===== config.mk =====
export PLATFORM = sky130hd
export DESIGN_NAME = bc_sequencer
export DESIGN_NICKNAME = d
export VERILOG_FILES = /design/src/rtl/bc_sequencer.sv
export SDC_FILE = /design/constraint.sdc
export NUM_CORES = 1
export LEC_CHECK = 0
export ABC_CLOCK_PERIOD_IN_PS = 5000
export BUFFER_PORTS_ARGS = -buffer_cell sky130_fd_sc_hd__buf_2
export CAP_MARGIN = 20
export CORE_MARGIN = 3
export CORE_UTILIZATION = 63
export CTS_BUF_LIST = sky130_fd_sc_hd__clkbuf_16
export CTS_CLUSTER_DIAMETER = 50
export DETAILED_ROUTE_END_ITERATION = 7
export PLACE_DENSITY = 0.84
export SETUP_SLACK_MARGIN = 0.4
export SLEW_MARGIN = 20
export SYNTH_ARGS = -nofsm -noshare
export SYNTH_HDL_FRONTEND = slang
export SYNTH_SLANG_ARGS = --single-unit

===== constraint.sdc =====
create_clock -name clk_i -period 5 [get_ports clk_i]
set_input_delay 1 -clock clk_i [delete_from_list [all_inputs] [get_ports clk_i]]
set_output_delay 1 -clock clk_i [all_outputs]
set_load 0.01 [all_outputs]

===== src/rtl/bc_sequencer.sv =====
// bc_sequencer: read-side controller for the VLSU broadcast ping-pong buffer.
// Holds up to two queued broadcast commands. Each command replays one buffer
// half to lane0 the requested number of times. The half is then invalidated
// and the command is reported done by ID.
module bc_sequencer #(
   parameter int  MaxBlen   = 32,
   parameter int  RepsWidth = 8,
   parameter int  IdWidth   = 3,
   localparam int BlenWidth = $clog2(MaxBlen + 1)
) (
   input  logic                 clk_i,
   input  logic                 rst_ni,
   input  logic                 cmd_valid_i,
   output logic                 cmd_ready_o,
   input  logic [BlenWidth-1:0] cmd_blen_i,
   input  logic [RepsWidth-1:0] cmd_reps_i,
   input  logic [IdWidth-1:0]   cmd_id_i,
   input  logic                 abort_i,
   input  logic                 bc_valid_i,
   output logic                 bc_ready_o,
   output logic                 bc_invalidate_o,
   input  logic                 lane_ready_i,
   output logic                 lane_valid_o,
   output logic                 lane_last_elem_o,
   output logic                 lane_last_pass_o,
   output logic                 done_valid_o,
   output logic [IdWidth-1:0]   done_id_o,
   output logic                 done_abort_o
);

   typedef enum logic [1:0] {IDLE = 2'd0, RUN = 2'd1, INVAL = 2'd2} state_t;

   // Two-entry command queue storage.
   logic [BlenWidth-1:0] q_blen [2];
   logic [RepsWidth-1:0] q_reps [2];
   logic [IdWidth-1:0]   q_id   [2];
   logic                 wr_ptr;
   logic                 rd_ptr;
   logic [1:0]           q_count;

   logic                 q_full;
   logic                 q_empty;
   logic                 push;
   logic                 take;
   logic                 store;
   logic                 pop;
   logic                 run;
   logic                 fire;

   // Next command to start: queue head, or the incoming command when the
   // queue is empty (so a command starts the cycle after its handshake).
   logic [BlenWidth-1:0] head_blen;
   logic [RepsWidth-1:0] head_reps;
   logic [IdWidth-1:0]   head_id;
   logic                 head_zero;

   state_t               state;
   logic [BlenWidth-1:0] act_blen;
   logic [RepsWidth-1:0] act_reps;
   logic [IdWidth-1:0]   act_id;
   logic [BlenWidth-1:0] elem_cnt;
   logic [RepsWidth-1:0] pass_cnt;
   logic                 last_elem;
   logic                 last_pass;

   assign q_full      = (q_count == 2'd2);
   assign q_empty     = (q_count == 2'd0);
   assign cmd_ready_o = !q_full;

   // A push coinciding with abort is dropped along with the rest of the queue.
   assign push = cmd_valid_i & !q_full & !abort_i;

   assign head_blen = q_empty ? cmd_blen_i : q_blen[rd_ptr];
   assign head_reps = q_empty ? cmd_reps_i : q_reps[rd_ptr];
   assign head_id   = q_empty ? cmd_id_i   : q_id[rd_ptr];
   assign head_zero = (head_blen == '0) | (head_reps == '0);

   // Commands start from IDLE or straight out of INVAL (no bubble).
   assign take  = (state != RUN) & !abort_i & (!q_empty | push);
   assign pop   = take & !q_empty;
   assign store = push & !(take & q_empty);

   assign run       = (state == RUN);
   assign last_elem = (elem_cnt == act_blen - BlenWidth'(1));
   assign last_pass = (pass_cnt == act_reps - RepsWidth'(1));

   // Abort suppresses the pop so the discarded element stays in the buffer.
   assign fire             = run & bc_valid_i & lane_ready_i & !abort_i;
   assign bc_ready_o       = fire;
   assign lane_valid_o     = run & bc_valid_i;
   assign lane_last_elem_o = run & last_elem;
   assign lane_last_pass_o = run & last_pass;

   // Queue entry writes; contents need no reset since occupancy is tracked.
   always_ff @(posedge clk_i) begin
      if (store) begin
         q_blen[wr_ptr] <= cmd_blen_i;
         q_reps[wr_ptr] <= cmd_reps_i;
         q_id[wr_ptr]   <= cmd_id_i;
      end
   end

   // Queue pointers and occupancy; abort empties the queue in any state.
   always_ff @(posedge clk_i) begin
      if (!rst_ni) begin
         wr_ptr  <= 1'b0;
         rd_ptr  <= 1'b0;
         q_count <= 2'd0;
      end else if (abort_i) begin
         wr_ptr  <= 1'b0;
         rd_ptr  <= 1'b0;
         q_count <= 2'd0;
      end else begin
         if (store) wr_ptr <= !wr_ptr;
         if (pop)   rd_ptr <= !rd_ptr;
         q_count <= q_count + 2'(store) - 2'(pop);
      end
   end

   // Sequencer FSM: load commands, count elements and passes, pulse invalidate/done.
   always_ff @(posedge clk_i) begin
      if (!rst_ni) begin
         state           <= IDLE;
         act_blen        <= '0;
         act_reps        <= '0;
         act_id          <= '0;
         elem_cnt        <= '0;
         pass_cnt        <= '0;
         bc_invalidate_o <= 1'b0;
         done_valid_o    <= 1'b0;
         done_id_o       <= '0;
         done_abort_o    <= 1'b0;
      end else begin
         bc_invalidate_o <= 1'b0;
         done_valid_o    <= 1'b0;
         done_id_o       <= '0;
         done_abort_o    <= 1'b0;
         case (state)
            IDLE, INVAL: begin
               if (take) begin
                  act_blen <= head_blen;
                  act_reps <= head_reps;
                  act_id   <= head_id;
                  elem_cnt <= '0;
                  pass_cnt <= '0;
                  if (head_zero) begin
                     // Nothing to stream: go straight to the invalidate cycle.
                     state           <= INVAL;
                     bc_invalidate_o <= 1'b1;
                     done_valid_o    <= 1'b1;
                     done_id_o       <= head_id;
                  end else begin
                     state <= RUN;
                  end
               end else begin
                  state <= IDLE;
               end
            end
            RUN: begin
               if (abort_i) begin
                  state           <= INVAL;
                  bc_invalidate_o <= 1'b1;
                  done_valid_o    <= 1'b1;
                  done_id_o       <= act_id;
                  done_abort_o    <= 1'b1;
               end else if (fire) begin
                  if (last_elem) begin
                     elem_cnt <= '0;
                     pass_cnt <= pass_cnt + RepsWidth'(1);
                     if (last_pass) begin
                        state           <= INVAL;
                        bc_invalidate_o <= 1'b1;
                        done_valid_o    <= 1'b1;
                        done_id_o       <= act_id;
                     end
                  end else begin
                     elem_cnt <= elem_cnt + BlenWidth'(1);
                  end
               end
            end
            default: state <= IDLE;
         endcase
      end
   end

endmodule

# [Word-level counts from Yosys, hierarchy flattened]
# Memory sizes are Yosys's and may differ from the RTL's. A register that Yosys moved wholly into a read port is not among the register bits.
# Cells that the tools add are included.
[totals] romBits=0 elab_cells=110 input_bits=23 ram_bits=34 memories=3 output_inout_bits=11 latch_bits=0 ff_bits=42
[classes] n_eq_ne=13 n_addsub=6 reduce_logical=18 bitwise_logic=15 div_mod_pow=0 n_shift=0 order_cmp=0 n_mul=0 n_mux=43
[memory_table] name="q_reps" depth=2 word_bits=8 read_ports=1 rd_clocked_by_memory_dff=1 write_ports=1 line="35" source="logic [RepsWidth-1:0] q_reps [2];"
[memory_table] name="q_blen" depth=2 word_bits=6 read_ports=1 rd_clocked_by_memory_dff=1 write_ports=1 line="34" source="logic [BlenWidth-1:0] q_blen [2];"
[memory_table] name="q_id" depth=2 word_bits=3 read_ports=1 rd_clocked_by_memory_dff=1 write_ports=1 line="36" source="logic [IdWidth-1:0] q_id [2];"
[ops] cell="$mux W8" n=5
[ops] cell="$mux W6" n=5
[ops] cell="$mux W3" n=7
[ops] cell="$pmux W8 S2" n=1
[ops] cell="$mux W1" n=15
[ops] cell="$and A1 B1 Y1" n=12
[ops] cell="$mux W2" n=6
[ops] cell="$pmux W6 S2" n=1
[ops] cell="$add A8 B1 Y8 const B" n=1
[ops] cell="$eq A8 B8 Y1" n=1
[ops] cell="$logic_not A8 Y1" n=1
[ops] cell="$sub A8 B1 Y8 const B" n=1
[ops] cell="$add A6 B1 Y6 const B" n=1
[ops] cell="$eq A6 B6 Y1" n=1
[ops] cell="$logic_not A1 Y1" n=6
[ops] cell="$logic_not A6 Y1" n=1
[ops] cell="$ne A2 B2 Y1 const B" n=3
[ops] cell="$ne A3 B2 Y1 const B" n=2
[ops] cell="$pmux W3 S2" n=1
[ops] cell="$sub A6 B1 Y6 const B" n=1
[ops] cell="$reduce_and A5 Y1" n=1
[ops] cell="$eq A2 B2 Y1 const B" n=2
[ops] cell="$logic_not A2 Y1" n=2
[ops] cell="$ne A2 B1 Y1 const B" n=2
[ops] cell="13 further kinds" n=16

# [Logic depth before layout (Yosys ltp)]
# Gate-level depths: netlist (run 1).
[logic_depth] depth_word=11 ltp_mapped=11 depth_no_buf=9

# [Worst setup path before layout (run 1)]
# Ideal clock, no wire load.
[synth_path] path_kind="reg2out" from="register act_reps[0]" to="output lane_last_pass_o" path_buffers=2 arrival_time_ns=1.804 path_slack_ns=2.196 t_required_ns=4.000 stages_incl_launch_ff=10 path_cell_list="dfxtp_1 -> clkbuf_1 -> inv_1 -> ha_1 -> clkbuf_1 -> o21bai_1 -> a211o_1 -> a21oi_1 -> o211ai_1 -> nor2_1"
[synth_between] elab_chain_len=3
[synth_lines] element="start, declared" line="59" source="logic [RepsWidth-1:0] act_reps;"
[synth_lines] element="start signal, assigned" line="142" source="act_reps <= head_reps;"
[synth_lines] element="$sub A8 B1 Y8" line="85" source="assign last_pass = (pass_cnt == act_reps - RepsWidth'(1));"
[synth_lines] element="$eq A8 B8 Y1" line="85"
[synth_lines] element="$and A1 B1 Y1" line="92" source="assign lane_last_pass_o = run & last_pass;"
[synth_lines] element="end, declared" line="25" source="output logic lane_last_pass_o,"
# Every way passes these cells.

# [Final worst setup path (run 1)]
# Same ends and word-level chain as after synthesis.

==> results of run 1 <==
-- registers in the layout, summed over array words and instances (netlist names), named ones only --
register,count
q_reps,16
q_blen,12
act_reps,8
pass_cnt,8
act_blen,6
elem_cnt,6
q_id,6
act_id,3
done_id_o,3
q_count,2
state,2
done_abort_o,1
done_valid_o,1
rd_ptr,1
wr_ptr,1
-- cells in the final DEF, fill, tap and decap left out, types with 2 or more instances in the layout --
cell,instances
nor3_1,5
nand4b_1,2
buf_4,2
mux2_2,15
a31oi_1,3
inv_1,8
clkbuf_16,10
a22o_1,4
o21bai_1,3
mux2i_1,17
buf_2,33
or2_2,3
nor2b_1,9
edfxtp_1,34
o22ai_1,2
clkinv_2,2
ha_1,6
xor2_1,10
nand2b_1,3
o21ai_0,24
nor3_2,2
a21oi_1,12
a21o_1,5
xnor2_1,14
nand2_1,27
or3_1,6
nand4_1,11
or3_2,2
a211oi_1,3
and2_1,16
dfxtp_1,43
nor2_1,25
and3_1,4
-- layer usage --
layer,global-route usage,vias up,share of wire
met1,0.284,1310,0.44
li1,-,1309,-
met5,0,-,0
met3,0.0412,21,0.038
met4,0.140,0,0.032
met2,0.366,71,0.49
-- power breakdown --
| part | switching, mW | leakage, nW | internal [mW] |
|---|---|---|---|
| clock | 0.241 | 0.159 | 0.415 |
| combinational | 0.0663 | 0.762 | 0.0476 |
| sequential | 0.0127 | 0.655 | 0.670 |
-- worst max-delay path, delay by kind of cell, from the launching register on --
family                     cells  cell delay (ns)
AOI/OAI and AO/OA              1             0.26
and+or+nand+nor                3             0.59
DFF                            1             0.43
buffers and inverters          2             0.21
adders and majority gates      1             0.30
xor gates and xnor gates       1             0.14
-- stage by stage --
step | hold slack [ns] | std cells
global route | 0.505 | 455
detailed placement | 0.476 | 439
finish | 0.496 | 455
floorplan | 0.450 | 349
global placement | 0.472 | 439
CTS | 0.494 | 455
-- worst max-delay path by stage --
stage | from | endpoint | slack (ns) | cells after the start
final | act_reps[0] | lane_last_pass_o | 1.73 | 8
after global routing | act_reps[0] | lane_last_pass_o | 1.56 | 8
after CTS | act_blen[0] | lane_last_elem_o | 1.74 | 8
after detailed placement | abort_i | pass_cnt[3] | 2.09 | 6
after global placement | act_reps[0] | lane_last_pass_o | 2.12 | 8
after floorplan | act_reps[0] | lane_last_pass_o | 2.20 | 9
-- cell families (layout without fill, tap and decap cells) --
logic type	after synthesis	after routing
buffers and inverters	24	58
multiplexers	32	32
flip-flops	77	77
AO/OA/AOI/OAI	65	65
adder cells (fa/ha/maj)	6	6
AND/OR/NAND/NOR	121	121
XOR/XNOR	24	24
-- area by class of cell --
class                      count  share of cell area
clock buffer                  10              0.0599
sequential                    77               0.451
clock inverter                 6              0.0147
multi-input combinational    248               0.404
timing repair buffer          35              0.0432
tap                           72              0.0216
inverter                       7             0.00629
==> impl_metrics.json, run 1 <==
{
  "status": "completed",
  "synthTopCellsByArea": "edfxtp_1 28%, dfxtp_1 23%, mux2i_1 4.6%, mux2_2 4.6%, xnor2_1 3.3%",
  "avgSynthCellArea_sq_um": 10.5,
  "multiInputGateArea_sq_um": 1690,
  "grt.overflow.total": 0,
  "synth_xor_area_frac": 0.0573,
  "power-per-cell-area_nw_per_um2": 348,
  "die_w_um": 82.3,
  "worstReg2RegEnd": "done_id_o[1]",
  "syn_inst": 349,
  "synth.largest_area_cell": "edfxtp_1",
  "wl_per_cell_um": 15.9,
  "worstRegToRegCells": 6,
  "dpl_cell_area_sq_um": 3860,
  "drt_wl_total_um": 7220,
  "slowest_delay_ns": 0.43,
  "vdd_drop_max_mv": 0.290,
  "dpl.hpwl_um": 4990,
  "antenna_found_initial": 0,
  "layout.nets": 407,
  "cts_resized": 0,
  "cp-start-kind": "flop",
  "cp.arrival_ns": 2.27,
  "grt_pass1_wl_um": 11500,
  "gr-usage-all-layers": 0.228,
  "maxSlewViolCount": 0,
  "skew_ns": 0.00792,
  "setup_ws_ns": 1.73,
  "cap_violations": 0,
  "tns_ns": 0,
  "cts_setup_buffers": 0,
  "crit_path_cell_trace": "inv_1 -> ha_1 -> xor2_1 -> nand2_1 -> nor4bb_1 -> o211ai_1 -> nor2_1 -> buf_2",
  "timing.reg2reg.setup_slack_ns": 2.49,
  "syn_to_final_growth_pct": 13.7,
  "cts_root_buf": "clkbuf_16",
  "dr.first_iter.drc_count": 173,
  "drc": 0,
  "holdCritStartpoint": "act_id[0]",
  "pre_cts_slack_ns": 2.09,
  "synthesis.area_sq_um": 3670,
  "critPathSlowestCell": "dfxtp_1",
  "synth_top_area_frac": 0.278,
  "synthAdderAreaFrac": 0.0204,
  "tightest_slew_ns": 1.03,
  "vias_per_cell": 5.96,
  "die_area_sq_um": 6780,
  "setup_viol": 0,
  "leakage_nw": 1.58,
  "grt_max_degree": 36,
  "critical_path_required_ns": 4.00,
  "regArea_sq_um": 1880,
  "clock_sinks": 77,
  "gp_congestion": 0.867,
  "synthesis.nets": 378,
  "num_antenna_cells": 0,
  "clk_pin_slew_ns": 0.06,
  "synthTopCellsByCount": "43 x dfxtp_1, 34 x edfxtp_1, 27 x nand2_1",
  "cts_max_level": 3,
  "ctsHoldBuffers": 0,
  "die_y_um": 82.3,
  "max_freq_mhz": 306,
  "synth.ff_latch_count": 77,
  "synth-compound-area-share": 0.114,
  "holdPathEnd": "done_id_o[0]",
  "io_buffers": 33,
  "synth_top_family_by_area": "simple AND/OR/NAND/NOR gates",
  "clk_latency_ns": 0.33,
  "core_area_sq_um": 5570,
  "power_mw": 1.45,
  "synth.most_common_cell": "dfxtp_1",
  "synth_mux_area_frac": 0.0924,
  "dr.pass1.iters": 4,
  "end_kind": "primary output",
  "crit_fanout": 7,
  "slew_headroom": 0.313,
  "yosys.area_share.simple": 0.175,
  "hold_depth": 1,
  "hold_violations": 0,
  "drive_gt1_frac": 0.193,
  "num_vias": 2711,
  "rsz0062_at_grt": "false",
  "ant_nets": 0,
  "seq_area_frac_synth": 0.513,
  "tritoncts": "yes",
  "ys_async_sr_fraction": 0,
  "initial_core_util": 0.659,
  "synth_cell_types": 49,
  "ios": 34,
  "setup.worst_path.class": "flop to primary output",
  "finish.utilization": 0.749,
  "cts_buffer_depth": 2,
  "holdCritPathClass": "flop to flop",
  "fin_area_sq_um": 4180,
  "yosysWarningCount": 0,
  "row_count": 27,
  "fin_crit_ns": 3.27,
  "ys.flop_type": "dfxtp_1",
  "synth_edf_count": 34,
  "numCtsBuffers": 9,
  "timing.final.crit_share": 0.653,
  "fill_cells": 349,
  "grt_pass1_vias": 2540
}
Note: power is estimated with default switching activity, not from simulation.
==> inputs of run 2 (changes only) <==
--- a/config.mk
+++ b/config.mk
@@ -5,15 +5,16 @@
 export SDC_FILE = /design/constraint.sdc
 export NUM_CORES = 1
 export LEC_CHECK = 0
-export ABC_CLOCK_PERIOD_IN_PS = 5000
+export ABC_AREA = 1
+export ABC_CLOCK_PERIOD_IN_PS = 2800
 export BUFFER_PORTS_ARGS = -buffer_cell sky130_fd_sc_hd__buf_2
 export CAP_MARGIN = 20
 export CORE_MARGIN = 3
-export CORE_UTILIZATION = 63
+export CORE_UTILIZATION = 53
 export CTS_BUF_LIST = sky130_fd_sc_hd__clkbuf_16
 export CTS_CLUSTER_DIAMETER = 50
 export DETAILED_ROUTE_END_ITERATION = 7
-export PLACE_DENSITY = 0.84
+export PLACE_DENSITY = 0.75
 export SETUP_SLACK_MARGIN = 0.4
 export SLEW_MARGIN = 20
 export SYNTH_ARGS = -nofsm -noshare
==> constraint.sdc (replaced) <==
create_clock -name clk_i -period 2.8 [get_ports clk_i]
set_input_delay 0.56 -clock clk_i [delete_from_list [all_inputs] [get_ports clk_i]]
set_output_delay 0.56 -clock clk_i [all_outputs]
set_load 0.01 [all_outputs]
==> impl_metrics.json, run 2 <==
{
  "finish.utilization": 0.647,
  "synth_top_area_frac": 0.271,
  "gp_congestion": 0.839,
  "ys.flop_type": "dfxtp_1",
  "tns_ns": 0,
  "synthTopCellsByArea": "edfxtp_1 27%, dfxtp_1 23%, nand2_1 12%, nor2_1 5.8%, inv_1 4.5%",
  "synthesis.nets": 493,
  "grt_pass1_wl_um": 13600,
  "synthesis.area_sq_um": 3770,
  "critical_path_required_ns": 2.24,
  "syn_inst": 464,
  "max_freq_mhz": 414,
  "synth_cell_types": 39,
  "largest_register_ffs": 16,
  "top_register": "q_reps",
  "vdd_drop_max_mv": 0.398,
  "layout.nets": 535,
  "dr.pass1.iters": 4,
  "final_common_cell": "nand2_1",
  "cp-start-kind": "flop",
  "leakage_nw": 1.84,
  "grt_max_degree": 32,
  "power_mw": 2.73,
  "num_antenna_cells": 0,
  "clk_latency_ns": 0.33,
  "pre_cts_slack_ns": 0.562,
  "wl_per_cell_um": 13.6,
  "die_area_sq_um": 8160,
  "top_regs": "q_reps x16, q_blen x12",
  "cts_root_buf": "clkbuf_16",
  "cts_max_level": 3,
  "drive_gt1_frac": 0.198,
  "dpl.hpwl_um": 5690,
  "skew_ns": 0.00671,
  "end_kind": "primary output",
  "seq_area_frac_synth": 0.499,
  "crit_fanout": 2,
  "fin_crit_ns": 2.41,
  "avgSynthCellArea_sq_um": 8.12,
  "drc": 0,
  "status": "completed",
  "numCtsBuffers": 9,
  "cap_violations": 0,
  "clock_sinks": 77,
  "gr-usage-all-layers": 0.206,
  "synth.most_common_cell": "nand2_1",
  "hold_violations": 0,
  "drt_wl_total_um": 8250,
  "timing.final.crit_share": 0.862,
  "row_count": 30,
  "io_buffers": 33,
  "tritoncts": "yes",
  "grt.overflow.total": 0,
  "hold_depth": 1,
  "syn_to_final_growth_pct": 17.2,
  "antenna_found_initial": 0,
  "setup_viol": 0,
  "final_cell_mix": "116 x nand2_1, 53 x nor2_1, 41 x inv_1, 39 x dfxtp_1, 34 x edfxtp_1",
  "rsz0062_at_grt": "true",
  "synth.largest_area_cell": "edfxtp_1",
  "timing.reg2reg.setup_slack_ns": 0.69,
  "tightest_slew_ns": 0.541,
  "vias_per_cell": 5.20,
  "synth_edf_count": 34,
  "fin_area_sq_um": 4420,
  "cp.arrival_ns": 1.85,
  "die_w_um": 90.3,
  "initial_core_util": 0.552,
  "yosysWarningCount": 0,
  "ant_nets": 0,
  "dpl_cell_area_sq_um": 4010,
  "synth.ff_latch_count": 77,
  "core_area_sq_um": 6830,
  "setup_ws_ns": 0.386,
  "die_y_um": 90.3,
  "ios": 34,
  "grt_pass1_vias": 2986,
  "num_vias": 3155,
  "slew_headroom": 0.638,
  "cts_buffer_depth": 2,
  "setup.worst_path.class": "flop to primary output",
  "maxSlewViolCount": 0,
  "fill_cells": 607,
  "worstRegToRegCells": 16,
  "power-per-cell-area_nw_per_um2": 618,
  "holdCritPathClass": "primary input to flop",
  "dr.first_iter.drc_count": 152,
  "ys_async_sr_fraction": 0,
  "synthTopCellsByCount": "118 x nand2_1, 58 x nor2_1, 45 x inv_1",
  "clk_pin_slew_ns": 0.06
}
==> run 2: critical path, stage by stage, from the launching register on <==
cell and delay, ns:
dfxtp_2 0.33, inv_1 0.08, ha_4 0.27, xor2_1 0.14, o21ai_1 0.09, nor3_2 0.25
nand2_1 0.13, nor2_1 0.11, buf_2 0.13
==> run 2: cell families (layout without fill, tap and decap cells) <==
| group | count (synthesis) | count (layout) | share of synthesized area |
|---|---|---|---|
| xor+xnor | 14 | 14 | 0.0325 |
| buf+inv | 65 | 112 | 0.0747 |
| flops | 77 | 77 | 0.499 |
| simple gates | 233 | 233 | 0.270 |
| compound gates | 69 | 69 | 0.104 |
| fa+ha+maj | 6 | 6 | 0.0199 |
==> run 2: repair_timing <==
action                     4_1_cts  5_1_grt
resized for setup                5       20
setup endpoints to repair        2        3
pin swaps                        2        6
hold buffers                     0        0
buffers inserted                 2        5
==> run 2: layer usage <==
| metal | vias to the layer above | share of wire | global-route usage |
|---|---|---|---|
| li1 | 1608 | - | - |
| met5 | - | 0 | 0 |
| met3 | 17 | 0.043 | 0.0358 |
| met1 | 1448 | 0.43 | 0.259 |
| met2 | 82 | 0.50 | 0.345 |
| met4 | 0 | 0.027 | 0.101 |
==> run 2: cell type report <==
| class | count | area (sq um) | area share |
|---|---|---|---|
| Multi-Input combinational cell | 322 | 1660 | 0.376 |
| Clock inverter | 6 | 37.5 | 0.00850 |
| Timing Repair Buffer | 46 | 263 | 0.0595 |
| Clock buffer | 10 | 250 | 0.0567 |
| Tap cell | 96 | 120 | 0.0272 |
| Inverter | 50 | 196 | 0.0445 |
| Sequential cell | 77 | 1890 | 0.428 |
==> run 2: per-stage QoR <==
stage	cells	hold slack [ns]
floorplan	464	0.427
global placement	584	0.450
detailed placement	584	0.447
CTS	602	0.426
global route	607	0.435
finish	607	0.430
==> run 2: where the power goes <==
part	internal (mW)	leakage [nW]	switching [mW]
Combinational	0.142	1.05	0.250
Clock	0.648	0.141	0.442
Sequential	1.22	0.658	0.0303
==> run 2: path summary, 6_finish.rpt <==
kind / from / endpoint
min reg2reg: rd_ptr / rd_ptr
max: act_reps[1] / lane_last_pass_o
min: cmd_reps_i[2] / q_reps[0][2]
max reg2reg: act_blen[0] / pass_cnt[6]
==> inputs of run 3 (changes only) <==
--- a/config.mk
+++ b/config.mk
@@ -9,12 +9,13 @@
 export ABC_CLOCK_PERIOD_IN_PS = 2800
 export BUFFER_PORTS_ARGS = -buffer_cell sky130_fd_sc_hd__buf_2
 export CAP_MARGIN = 20
+export CORE_ASPECT_RATIO = 1.5
 export CORE_MARGIN = 3
 export CORE_UTILIZATION = 53
 export CTS_BUF_LIST = sky130_fd_sc_hd__clkbuf_16
 export CTS_CLUSTER_DIAMETER = 50
 export DETAILED_ROUTE_END_ITERATION = 7
-export PLACE_DENSITY = 0.75
+export PLACE_DENSITY = 0.8
 export SETUP_SLACK_MARGIN = 0.4
 export SLEW_MARGIN = 20
 export SYNTH_ARGS = -nofsm -noshare
==> impl_metrics.json, run 3 (synthesis gave the netlist of run 2 again) <==
{
  "final_cell_mix": "117 x nand2_1, 56 x nor2_1, 46 x inv_1, 40 x dfxtp_1, 34 x edfxtp_1",
  "cap_violations": 0,
  "grt_max_degree": 34,
  "rsz0062_at_grt": "true",
  "cts_max_level": 3,
  "fill_cells": 566,
  "leakage_nw": 1.82,
  "drive_gt1_frac": 0.168,
  "ctsHoldBuffers": 0,
  "vias_per_cell": 5.39,
  "clk_pin_slew_ns": 0.05,
  "ant_nets": 0,
  "fin_hold_ws_ns": 0.428,
  "dr.first_iter.drc_count": 237,
  "tightest_slew_ns": 0.548,
  "cp.arrival_ns": 1.78,
  "num_antenna_cells": 0,
  "core_area_sq_um": 6900,
  "row_count": 37,
  "crit_start": "act_reps[0]",
  "timing.final.crit_share": 0.834,
  "cts_root_buf": "clkbuf_16",
  "dr.pass1.iters": 5,
  "cp-start-kind": "flop",
  "numCtsBuffers": 9,
  "max_freq_mhz": 428,
  "tritoncts": "yes",
  "setup.worst_path.class": "flop to primary output",
  "grt.overflow.total": 0,
  "wl_per_cell_um": 13.8,
  "gp_congestion": 0.883,
  "clk_latency_ns": 0.33,
  "gr-usage-all-layers": 0.214,
  "vdd_drop_max_mv": 0.512,
  "die_area_sq_um": 8180,
  "grt_pass1_vias": 2834,
  "antenna_found_initial": 1,
  "drt_wl_total_um": 8050,
  "power-per-cell-area_nw_per_um2": 608,
  "setup_viol": 0,
  "num_vias": 3156,
  "syn_to_final_growth_pct": 14.2,
  "crit_path_cell_trace": "inv_1 -> ha_2 -> xnor2_1 -> xor2_1 -> nor3_2 -> nand2_1 -> nor2_1 -> buf_2",
  "holdCritPathClass": "primary input to flop",
  "grt_pass1_wl_um": 13100,
  "largest_register_ffs": 16,
  "top_register": "q_reps",
  "fin_crit_ns": 2.34,
  "slew_headroom": 0.633,
  "die_y_um": 109,
  "clock_sinks": 77,
  "top_regs": "q_reps x16, q_blen x12",
  "layout.nets": 531,
  "tns_ns": 0,
  "critical_path_required_ns": 2.24,
  "holdCritStartpoint": "cmd_reps_i[6]",
  "io_buffers": 33,
  "end_kind": "primary output",
  "crit_fanout": 4,
  "critPathSlowestCell": "dfxtp_2",
  "cts_buffer_depth": 2,
  "drc": 0,
  "status": "completed",
  "hold_violations": 0,
  "skew_ns": 0.00401,
  "slowest_delay_ns": 0.34,
  "maxSlewViolCount": 0,
  "die_w_um": 74.9,
  "worstRegToRegCells": 9,
  "dpl.hpwl_um": 5820,
  "hold_depth": 1,
  "initial_core_util": 0.546,
  "timing.rr.start": "state[0]",
  "ios": 34,
  "final_common_cell": "nand2_1"
}
[run 3: changes by cell type in the layout (fill, tap and decap cells not counted), moves of 2 or more]
cell        before  now
nor2_1          53   56
clkinv_1         0    2
inv_1           41   46
clkinvlp_4       2    0
nor2_2           6    3
buf_4           13    9
[run 3: critical path: cells and delay by family (launching register included)]
family / cells / cell delay (ns)
adders and majority gates: 1 / 0.20
xor gates and xnor gates: 2 / 0.34
and+or+nand+nor: 3 / 0.37
buffers and inverters: 2 / 0.19
DFF: 1 / 0.34
[run 3: worst paths after layout]
path,to,slack (ns)
worst max register to register,q_count[1],0.62
worst min register to register,act_id[0],0.46
worst max-delay path,lane_last_pass_o,0.46
worst min-delay path,q_reps[0][6],0.43
[run 3: per-stage QoR]
stage	std cells	setup WS [ns]	total power, mW	utilization	cell area, sq um
final	585	0.465	2.62	0.624	4310
after global routing	585	0.333	2.73	0.624	4310
after CTS	585	0.395	2.63	0.622	4290
after detailed placement	565	0.558	1.62	0.577	3980
after global placement	565	0.666	1.61	0.577	3980
after floorplan	464	0.604	1.53	-	3770
[run 3: cell type report]
cell class | count | area, sq um | share of cell area
Multi-Input combinational cell | 322 | 1640 | 0.382
Clock buffer | 9 | 225 | 0.0523
Sequential cell | 77 | 1890 | 0.438
Timing Repair Buffer | 42 | 233 | 0.0541
Inverter | 50 | 194 | 0.0450
Tap cell | 78 | 97.6 | 0.0227
Clock inverter | 7 | 27.5 | 0.00639
[run 3: layer usage]
layer / wire length (um) / vias up / share of wire / GRT usage
li1: - / 1603 / - / -
met1: 3300 / 1433 / 0.41 / 0.246
met2: 4170 / 101 / 0.52 / 0.365
met3: 393 / 17 / 0.049 / 0.0526
met4: 163 / 2 / 0.020 / 0.0992
met5: 17 / - / 0.0021 / 0
[run 3: timing repair]
action                     CTS  global route
resized for setup            8             6
pin swaps                    6             4
setup endpoints to repair    2             3
buffers inserted             4             0
[run 3: power by group]
part | internal, mW | switching, mW
clock network | 0.578 | 0.413
logic | 0.134 | 0.250
registers | 1.22 | 0.0280
total | 1.93 | 0.691
